<file path="src/rtl/piso_serializer.sv">
// piso_serializer: parallel-in, LSB-first serial-out stage with a one-word holding buffer
// so back-to-back words stream without a bubble between them.
module piso_serializer #(
    parameter int width = 4
) (
    input  logic             clk,
    input  logic             clr_n,
    input  logic [width-1:0] din,
    input  logic             din_valid,
    output logic             din_ready,
    output logic             s_out,
    output logic             s_valid,
    output logic             word_last,
    output logic             busy
);
    localparam int CW = $clog2(width);
    localparam logic [CW-1:0] CNT_MAX = CW'(width - 1);

    typedef enum logic {IDLE, SHIFT} state_t;

    state_t           state_q, state_d;
    logic [width-1:0] sreg_q, sreg_d;
    logic [width-1:0] pbuf_q, pbuf_d;
    logic             pvalid_q, pvalid_d;
    logic [CW-1:0]    cnt_q, cnt_d;
    logic             accept;
    logic             last_bit;

    always_ff @(posedge clk or negedge clr_n) begin
        if (!clr_n) begin
            state_q  <= IDLE;
            sreg_q   <= '0;
            pbuf_q   <= '0;
            pvalid_q <= 1'b0;
            cnt_q    <= '0;
        end else begin
            state_q  <= state_d;
            sreg_q   <= sreg_d;
            pbuf_q   <= pbuf_d;
            pvalid_q <= pvalid_d;
            cnt_q    <= cnt_d;
        end
    end

    assign accept   = din_valid && !pvalid_q;
    assign last_bit = cnt_q == CNT_MAX;

    always_comb begin
        state_d  = state_q;
        sreg_d   = sreg_q;
        pbuf_d   = pbuf_q;
        pvalid_d = pvalid_q;
        cnt_d    = cnt_q;
        if (state_q == IDLE) begin
            if (accept) begin
                sreg_d  = din;
                cnt_d   = '0;
                state_d = SHIFT;
            end
        end else if (!last_bit) begin
            sreg_d = sreg_q >> 1;
            cnt_d  = cnt_q + 1'b1;
            if (accept) begin
                pbuf_d   = din;
                pvalid_d = 1'b1;
            end
        end else begin
            // Last bit: reload from the buffer first, else take a fresh word, else go idle.
            cnt_d = '0;
            if (pvalid_q) begin
                sreg_d   = pbuf_q;
                pvalid_d = 1'b0;
            end else if (accept) begin
                sreg_d = din;
            end else begin
                state_d = IDLE;
            end
        end
    end

    always_comb begin
        din_ready = !pvalid_q;
        s_valid   = state_q == SHIFT;
        s_out     = s_valid ? sreg_q[0] : 1'b0;
        word_last = s_valid && last_bit;
        busy      = s_valid || pvalid_q;
    end
endmodule

</file>
<file path="config.mk">
export PLATFORM = sky130hd
export DESIGN_NAME = piso_serializer
export DESIGN_NICKNAME = d
export VERILOG_FILES = /design/src/rtl/piso_serializer.sv
export SDC_FILE = /design/constraint.sdc
export NUM_CORES = 1
export LEC_CHECK = 0
export BUFFER_PORTS_ARGS = -buffer_cell sky130_fd_sc_hd__buf_2
export CAP_MARGIN = 15
export CORE_AREA = 8 8 45 47
export CTS_CLUSTER_SIZE = 25
export DETAILED_ROUTE_END_ITERATION = 7
export DIE_AREA = 0 0 53 55
export PLACE_DENSITY = 0.74
export REMOVE_ABC_BUFFERS = 1
export SKIP_CTS_REPAIR_TIMING = 1
export SLEW_MARGIN = 20
export SYNTH_ARGS = -nofsm -noshare
export SYNTH_HDL_FRONTEND = slang
export SYNTH_SLANG_ARGS = --single-unit
</file>
<file path="constraint.sdc">
create_clock -name clk -period 3.3 [get_ports clk]
set_clock_uncertainty 0.1 [all_clocks]
set_input_delay 0.33 -clock clk [delete_from_list [all_inputs] [get_ports clk]]
set_output_delay 0.33 -clock clk [all_outputs]
set_load 0.01 [all_outputs]
</file>
== Word level (Yosys, flattened, before mapping) ==
Cells that the tools add are included.
Storage, ports and cells
  logic and storage cells: 30
  memories: 0
  memory bits (read-only): 0
  bits in registers: 12
  latch bits: 0
  output and inout bits: 5
  bits of input ports: 7
  bits in writable memories: 0
Operators by class
  shifts and indexed selects: 0
  mux-type cells: 14
  equality and inequality tests: 1
  reductions and logical operators: 8
  add/subtract/negate cells: 1
  div/mod/pow operators: 0
  magnitude comparators: 0
  bitwise logic cells: 1
  multipliers: 0
Operators with widths (number)
  $mux W4: 4
  $mux W1: 7
  $mux W2: 3
  $reduce_bool A2 Y1: 2
  $reduce_and A3 Y1: 1
  $add A2 B1 Y2 const B: 1
  $eq A2 B2 Y1 const B: 1
  $logic_and A1 B1 Y1: 2
  $reduce_and A2 Y1: 1
  $logic_not A1 Y1: 1
  $logic_or A1 B1 Y1: 1
  $not A1 Y1: 1

== Depth between registers and ports, before layout ==
Gate-level depths: netlist of the first run.
  word-level depth: 6
  gate-level depth with buffers: 5
  mapped depth without buffers: 4

== Worst setup path after synthesis of the first run ==
OpenSTA, ideal clock, no wires.
  path type: register -> register
  from: register cnt_q[0]
  to: register pbuf_q[0]
  arrival: 1.360 ns
  setup time: 0.125 ns
  path slack: 1.714 ns
  required time: 3.075 ns
  cell stages (with the launch flop): 6
  period minus slack after synthesis: 1.586 ns
  path buffers: 1
  path through: dfrtp_1 -> ha_1 -> buf_2 -> nand2b_2 -> nor2_8 -> mux2_4
On the way
  word-level cells in the longest chain between the ends: 3
Ends and longest elaborated chain
  from (decl): RTL line 25  | logic [CW-1:0] cnt_q, cnt_d;
  from (signal assigned): RTL line 41  | cnt_q <= cnt_d;
  $eq A2 B2 Y1: RTL line 46  | assign last_bit = cnt_q == CNT_MAX;
  $not A1 Y1 (no line)
  $reduce_and A3 Y1 (no line)
  to (signal assigned): RTL line 39  | pbuf_q <= pbuf_d;
  to (decl): RTL line 23  | logic [width-1:0] pbuf_q, pbuf_d;
No other way between the ends.
A chain may end at the register's enable or synchronous reset.

== Final worst setup path of the first run ==
  from: register cnt_q[0]
  to: output port word_last
On the way
  word-level cells in the longest chain between the ends: 2
Ends and longest elaborated chain
  $eq A2 B2 Y1: RTL line 46
  $logic_and A1 B1 Y1: RTL line 85  | word_last = s_valid && last_bit;
  to (decl): RTL line 13  | output logic word_last,
No other way between the ends.

==> results of run 1 <==
registers in the layout, summed over array words and instances, names as in the netlist:
register and count:
pbuf_q 4, sreg_q 4, cnt_q 2, pvalid_q 1
s_valid 1
power breakdown:
part	internal, uW	total, uW	switching [uW]
logic	176	338	162
clock network	42.2	84.6	42.4
registers	225	291	65.9
total	442	713	271
layout by cell type (no fill, tap or decap):
cell type / instances
mux2i_1: 4
buf_2: 11
nand2b_2: 1
ha_1: 1
and3_2: 1
a22oi_1: 3
mux2_4: 4
o21ai_0: 3
o22ai_1: 5
nand2_1: 5
inv_1: 2
dlygate4sd3_1: 1
nand4_1: 1
and2_1: 2
or2_2: 1
o211ai_1: 1
nand2b_1: 1
clkbuf_4: 3
nor3b_1: 1
nor2_8: 1
dfrtp_1: 12
layer usage:
metal,vias up,GRT usage,share of wire,wire length [um]
li1,212,-,-,-
met1,204,0.0958,0.41,476
met3,4,0.0187,0.044,51
met5,-,0,0,0
met2,9,0.158,0.53,615
met4,0,0.0776,0.018,21
layout make-up:
cell class | count | area, um^2 | share of cell area
clock buffers | 3 | 22.5 | 0.0323
inverters | 2 | 7.51 | 0.0108
multi-input cells | 35 | 283 | 0.405
flip-flops and latches | 12 | 300 | 0.430
well taps | 16 | 20.0 | 0.0287
repair buffers | 12 | 65.1 | 0.0932
cell families (layout without fill, tap and decap cells):
kind of cell	after synthesis	after routing	synth area share
AND/OR/NAND/NOR	14	14	0.153
AO/OA/AOI/OAI	12	12	0.125
flip-flops	12	12	0.491
multiplexers	8	8	0.164
buffers and inverters	5	17	0.0470
adder cells (fa/ha/maj)	1	1	0.0204
metrics by stage:
step | cell area (um^2) | hold slack [ps] | total power (uW)
final | 698 | 215 | 713
after floorplan | 591 | -65.6 | 539
after CTS | 688 | -174 | 722
after detailed placement | 666 | 119 | 632
after global routing | 698 | 214 | 775
after global placement | 666 | 117 | 624
critical path, delay by kind of cell (launching register included):
family                     cells  cell delay [ps]
and+or+nand+nor                1              220
buffers and inverters          1              140
DFF                            1              400
adders and majority gates      1              320
worst max-delay path by stage:
stage          cells after the start      from  slack, ps         to
2_1_floorplan                      4  cnt_q[0]       1750  pbuf_q[0]
3_3_place_gp                       4  cnt_q[0]       1640  pbuf_q[3]
3_5_place_dp                       4  cnt_q[0]       1620  pbuf_q[3]
4_1_cts                            3  cnt_q[0]       1530  word_last
5_1_grt                            3  cnt_q[0]       1430  word_last
6_report                           3  cnt_q[0]       1530  word_last
==> out/qor.txt, run 1 <==
Initial Util -> 0.442
initial detailed-routing violation count -> 5
post-DP HPWL -> 885 um
RSZ-0062 raised after global routing -> false
Reg2Reg Setup Slack -> 1610 ps
Post-synth top flop -> dfrtp_1
grt ovf -> 0
Slew @ Worst Pin -> 555 ps
CP max-delay cell -> dfrtp_1
PortBufs -> 11
number of CTS-inserted buffers -> 3
CP peak stage delay -> 400 ps
Critical Path RT -> 2870 ps
Sink Count -> 12
Clk pin slew, worst setup/hold paths -> 60 ps
die area -> 2920 um^2
worst skew pair latency -> 260 ps
Synth area leader -> dfrtp_1
CTS Buffer Depth -> 2
WHS Path Cells -> 2
die width -> 53 um
Setup TNS -> 0 ps
Worst setup SP type -> flop
Crit Path Max Fanout -> 9
initial antenna violation count -> 0
Gate Count Post-Synth -> 52
vias in the first global route -> 463
Layout area overhead -> 14.1%
# setup viols final -> 0
# IOs -> 12
length in cells of the worst reg-to-reg path -> 4
Routed Antenna Nets -> 0
Synth Register Bits -> 12
Final Hold Viols -> 0
status -> finished, final reports clean
P per Cell Area -> 1020 nW/um^2
fin crit period -> 1770 ps
cells along the critical path -> ha_1, and2_1, buf_2
worst reg2reg startpoint -> cnt_q[0]
number of fill cells in the layout -> 129
Max-Cap Viols -> 0
Worst Hold Endpoint -> pbuf_q[0]
worst hold path type -> in -> reg
Inst Count DP -> 76
CTS H-tree depth -> 1
worst hold start -> din[0]
All-Layer GR Usage -> 0.0923
drt total wl -> 1.16 mm
Worst slew margin -> 0.630
area of the mapped netlist -> 612 um^2
top cells by area, synth -> dfrtp_1, mux2_4, mux2i_1
number of flops mapped to enable cells by yosys -> 0
Antenna Cells -> 0
worst r2r dst -> pbuf_q[3]
non-filler instance count after layout -> 80
largest net degree at the start of global routing -> 15
Cell variety after synth -> 20
synth cell count leaders -> dfrtp_1, nand2_1, o22ai_1
first-pass GRT wire length -> 1.96 mm
Util after Layout -> 0.505
Setup CP Type -> reg -> out
Final WS setup -> 1530 ps
CTS tree -> yes
FFs w/ async S/R, synth -> 1.00
pre-CTS setup slack -> 1620 ps
Std-Cell Core Area -> 1380 um^2
row count -> 14
layout cells sized above 1 -> 0.344
yosys warns -> 0
most frequent cell after synthesis -> dfrtp_1
Tcrit/Tclk final -> 0.535
Total Nets Final -> 74
Seq/Total Area, Yosys -> 0.491
Leakage Power -> 0.000341 uW
CTS root buf -> clkbuf_4
DRT Pass-1 Iters -> 4
Avg Inst Size Synth -> 11.8 um^2
vias -> 429
Final Slew Violations -> 0
endpoint type of the worst setup path -> output port
WL per Instance -> 14.6 um
fmax -> 0.566 GHz
Die Y -> 55 um
Worst EP arrival -> 1340 ps
VDD IR max -> 0.419 mV
gpl congestion -> 0.731
post-synth top area share -> 0.491
vias per std cell -> 5.36
DRC errors left -> 0
No activity file was read; power rests on OpenSTA's default activity.
==> run 2, diff against run 1 <==
- CORE_AREA: 8 8 45 47 -> not set
- CORE_MARGIN: not set -> 8
- CORE_UTILIZATION: not set -> 46
- DIE_AREA: 0 0 53 55 -> not set
- PLACE_DENSITY: 0.74 -> 0.77
- clock period: 3.3 -> 1.45 ns (I/O delays scaled with it)
==> run 2 against run 1 <==
The run now ends with negative setup slack left. Setup slack worse by 1600 ps. Sequential cell count is the same. Cell count rose by 16%. Clock-buffer cell count rose by 1. Total power rose to 2.9 times the previous value. Non-clock buffer count increased by 13. Critical path depth grew 1. Critical endpoint unchanged. Largest cell class is now multi-input combinational cells. Highest routed layer unchanged.
==> out/qor.txt, run 2 (synthesis results as in run 1) <==
Worst slew margin -> 0.817 (+0.187)
RSZ-0062 raised after global routing -> true
Layout area overhead -> 39.1%
CTS Buffer Depth -> 2 (unchanged)
PortBufs -> 11 (unchanged)
Max-Cap Viols -> 0 (unchanged)
failing checks -> negative setup slack
Pwr Total -> 2100 uW (+190%)
fmax -> 0.661 GHz
P per Cell Area -> 2470 nW/um^2 (+140%)
M3 GR Usage -> 0.0341 (+0.0154)
status -> complete, but fails checks
number of CTS-inserted buffers -> 3 (unchanged)
first-pass GRT wire length -> 2.28 mm (+17%)
fin crit period -> 1510 ps
largest net degree at the start of global routing -> 13 (-2)
Crit Path Max Fanout -> 5 (-4)
post-DP HPWL -> 972 um (+9.9%)
drt total wl -> 1.42 mm (+22%)
WL per Instance -> 15.3 um (+5.2%)
worst hold path type -> in -> reg
Setup CP Type -> reg -> out
Critical Path RT -> 1210 ps (-1660 ps)
die area -> 2750 um^2 (-5.6%)
row count -> 13 (-1)
commonest cells after routing, fill and taps aside -> dfrtp_1, buf_4, buf_2
Final WS setup -> -62.1 ps (-1600 ps)
Worst EP arrival -> 1270 ps (-70 ps)
CTS H-tree depth -> 1 (unchanged)
Initial Util -> 0.482 (+0.0401)
vias -> 492 (+15%)
CTS tree -> yes
worst skew pair latency -> 280 ps (+20 ps)
Final Hold Viols -> 0 (unchanged)
met1 global-route usage -> 0.139 (+0.0431)
Tcrit/Tclk final -> 1.04
vias in the first global route -> 504 (+8.9%)
Leakage Power -> 0.000427 uW (+25%)
Std-Cell Core Area -> 1270 um^2 (-8.3%)
Sink Count -> 12 (unchanged)
endpoint type of the worst setup path -> output port
grt ovf -> 0 (unchanged)
die width -> 52.5 um (-1.0%)
CTS root buf -> clkbuf_4
VDD IR max -> 1.23 mV (+190%)
layout cells sized above 1 -> 0.526 (+0.182)
Regs by FF count -> pbuf_q (4), sreg_q (4), cnt_q (2)
DRC errors left -> 0 (unchanged)
All-Layer GR Usage -> 0.112 (+0.0196)
met2 Track Usage GR -> 0.166 (+0.00780)
Clk pin slew, worst setup/hold paths -> 80 ps (+20 ps)
Total Nets Final -> 87 (+18%)
# setup viols final -> 5 (+5)
vias per std cell -> 5.29 (-1.3%)
initial antenna violation count -> 0 (unchanged)
Die Y -> 52.5 um (-4.6%)
Final Slew Violations -> 0 (unchanged)
Worst setup SP type -> flop
GR peak layer -> met2
gpl congestion -> 0.756 (+3.4%)
pre-CTS setup slack -> -72.1 ps (-1700 ps)
DRT Pass-1 Iters -> 3 (-1)
Routed Antenna Nets -> 0 (unchanged)
Antenna Cells -> 0 (unchanged)
# IOs -> 12 (unchanged)
number of fill cells in the layout -> 100 (-22%)
initial detailed-routing violation count -> 9 (+4)
Slew @ Worst Pin -> 275 ps (-280 ps)
==> run 2: where the power goes <==
group / internal, uW / switching, uW
combinational: 687 / 513
sequential: 514 / 118
clock: 153 / 118
total: 1350 / 748
==> run 2: final cells by class <==
| class | instances | area (um^2) | area share |
|---|---|---|---|
| flip-flops and latches | 12 | 302 | 0.354 |
| inverters | 2 | 7.51 | 0.00882 |
| multi-input cells | 35 | 304 | 0.357 |
| repair buffers | 25 | 183 | 0.215 |
| clock buffers | 4 | 36.3 | 0.0426 |
| well taps | 15 | 18.8 | 0.0221 |
==> run 2: critical path, cell delays in order (launching register included) <==
cell	delay (ps)
dfrtp_1	400
ha_2	190
buf_6	130
and2_4	150
buf_6	110
==> run 2: worst paths after layout <==
path                       cells past startpoint     start   endpoint  slack (ps)
max                                            4  cnt_q[0]  word_last         -60
min                                            2    din[2]  pbuf_q[2]          20
max reg2reg                                    4  cnt_q[0]  pbuf_q[0]         -50
min reg2reg                                    1  cnt_q[0]   cnt_q[0]         410
max in group asynchronous                      2     clr_n    s_valid         850
min in group asynchronous                      2     clr_n  sreg_q[0]         160
==> run 2: stage by stage <==
step	cells	TNS, ps	cell area (um^2)	hold slack, ps	utilization
2_1_floorplan	49	-418	591	-251	-
3_5_place_dp	81	-279	709	-61.4	0.559
6_report	93	-215	851	19.1	0.671
3_3_place_gp	81	-77.3	709	-62.9	0.559
5_1_grt	93	-411	851	7.92	0.671
4_1_cts	85	-550	746	-365	0.588
==> run 2: metal layers <==
layer,up-vias,part of all wire
met2,14,0.48
met1,236,0.44
met3,5,0.054
li1,237,-
met4,0,0.030
met5,-,0
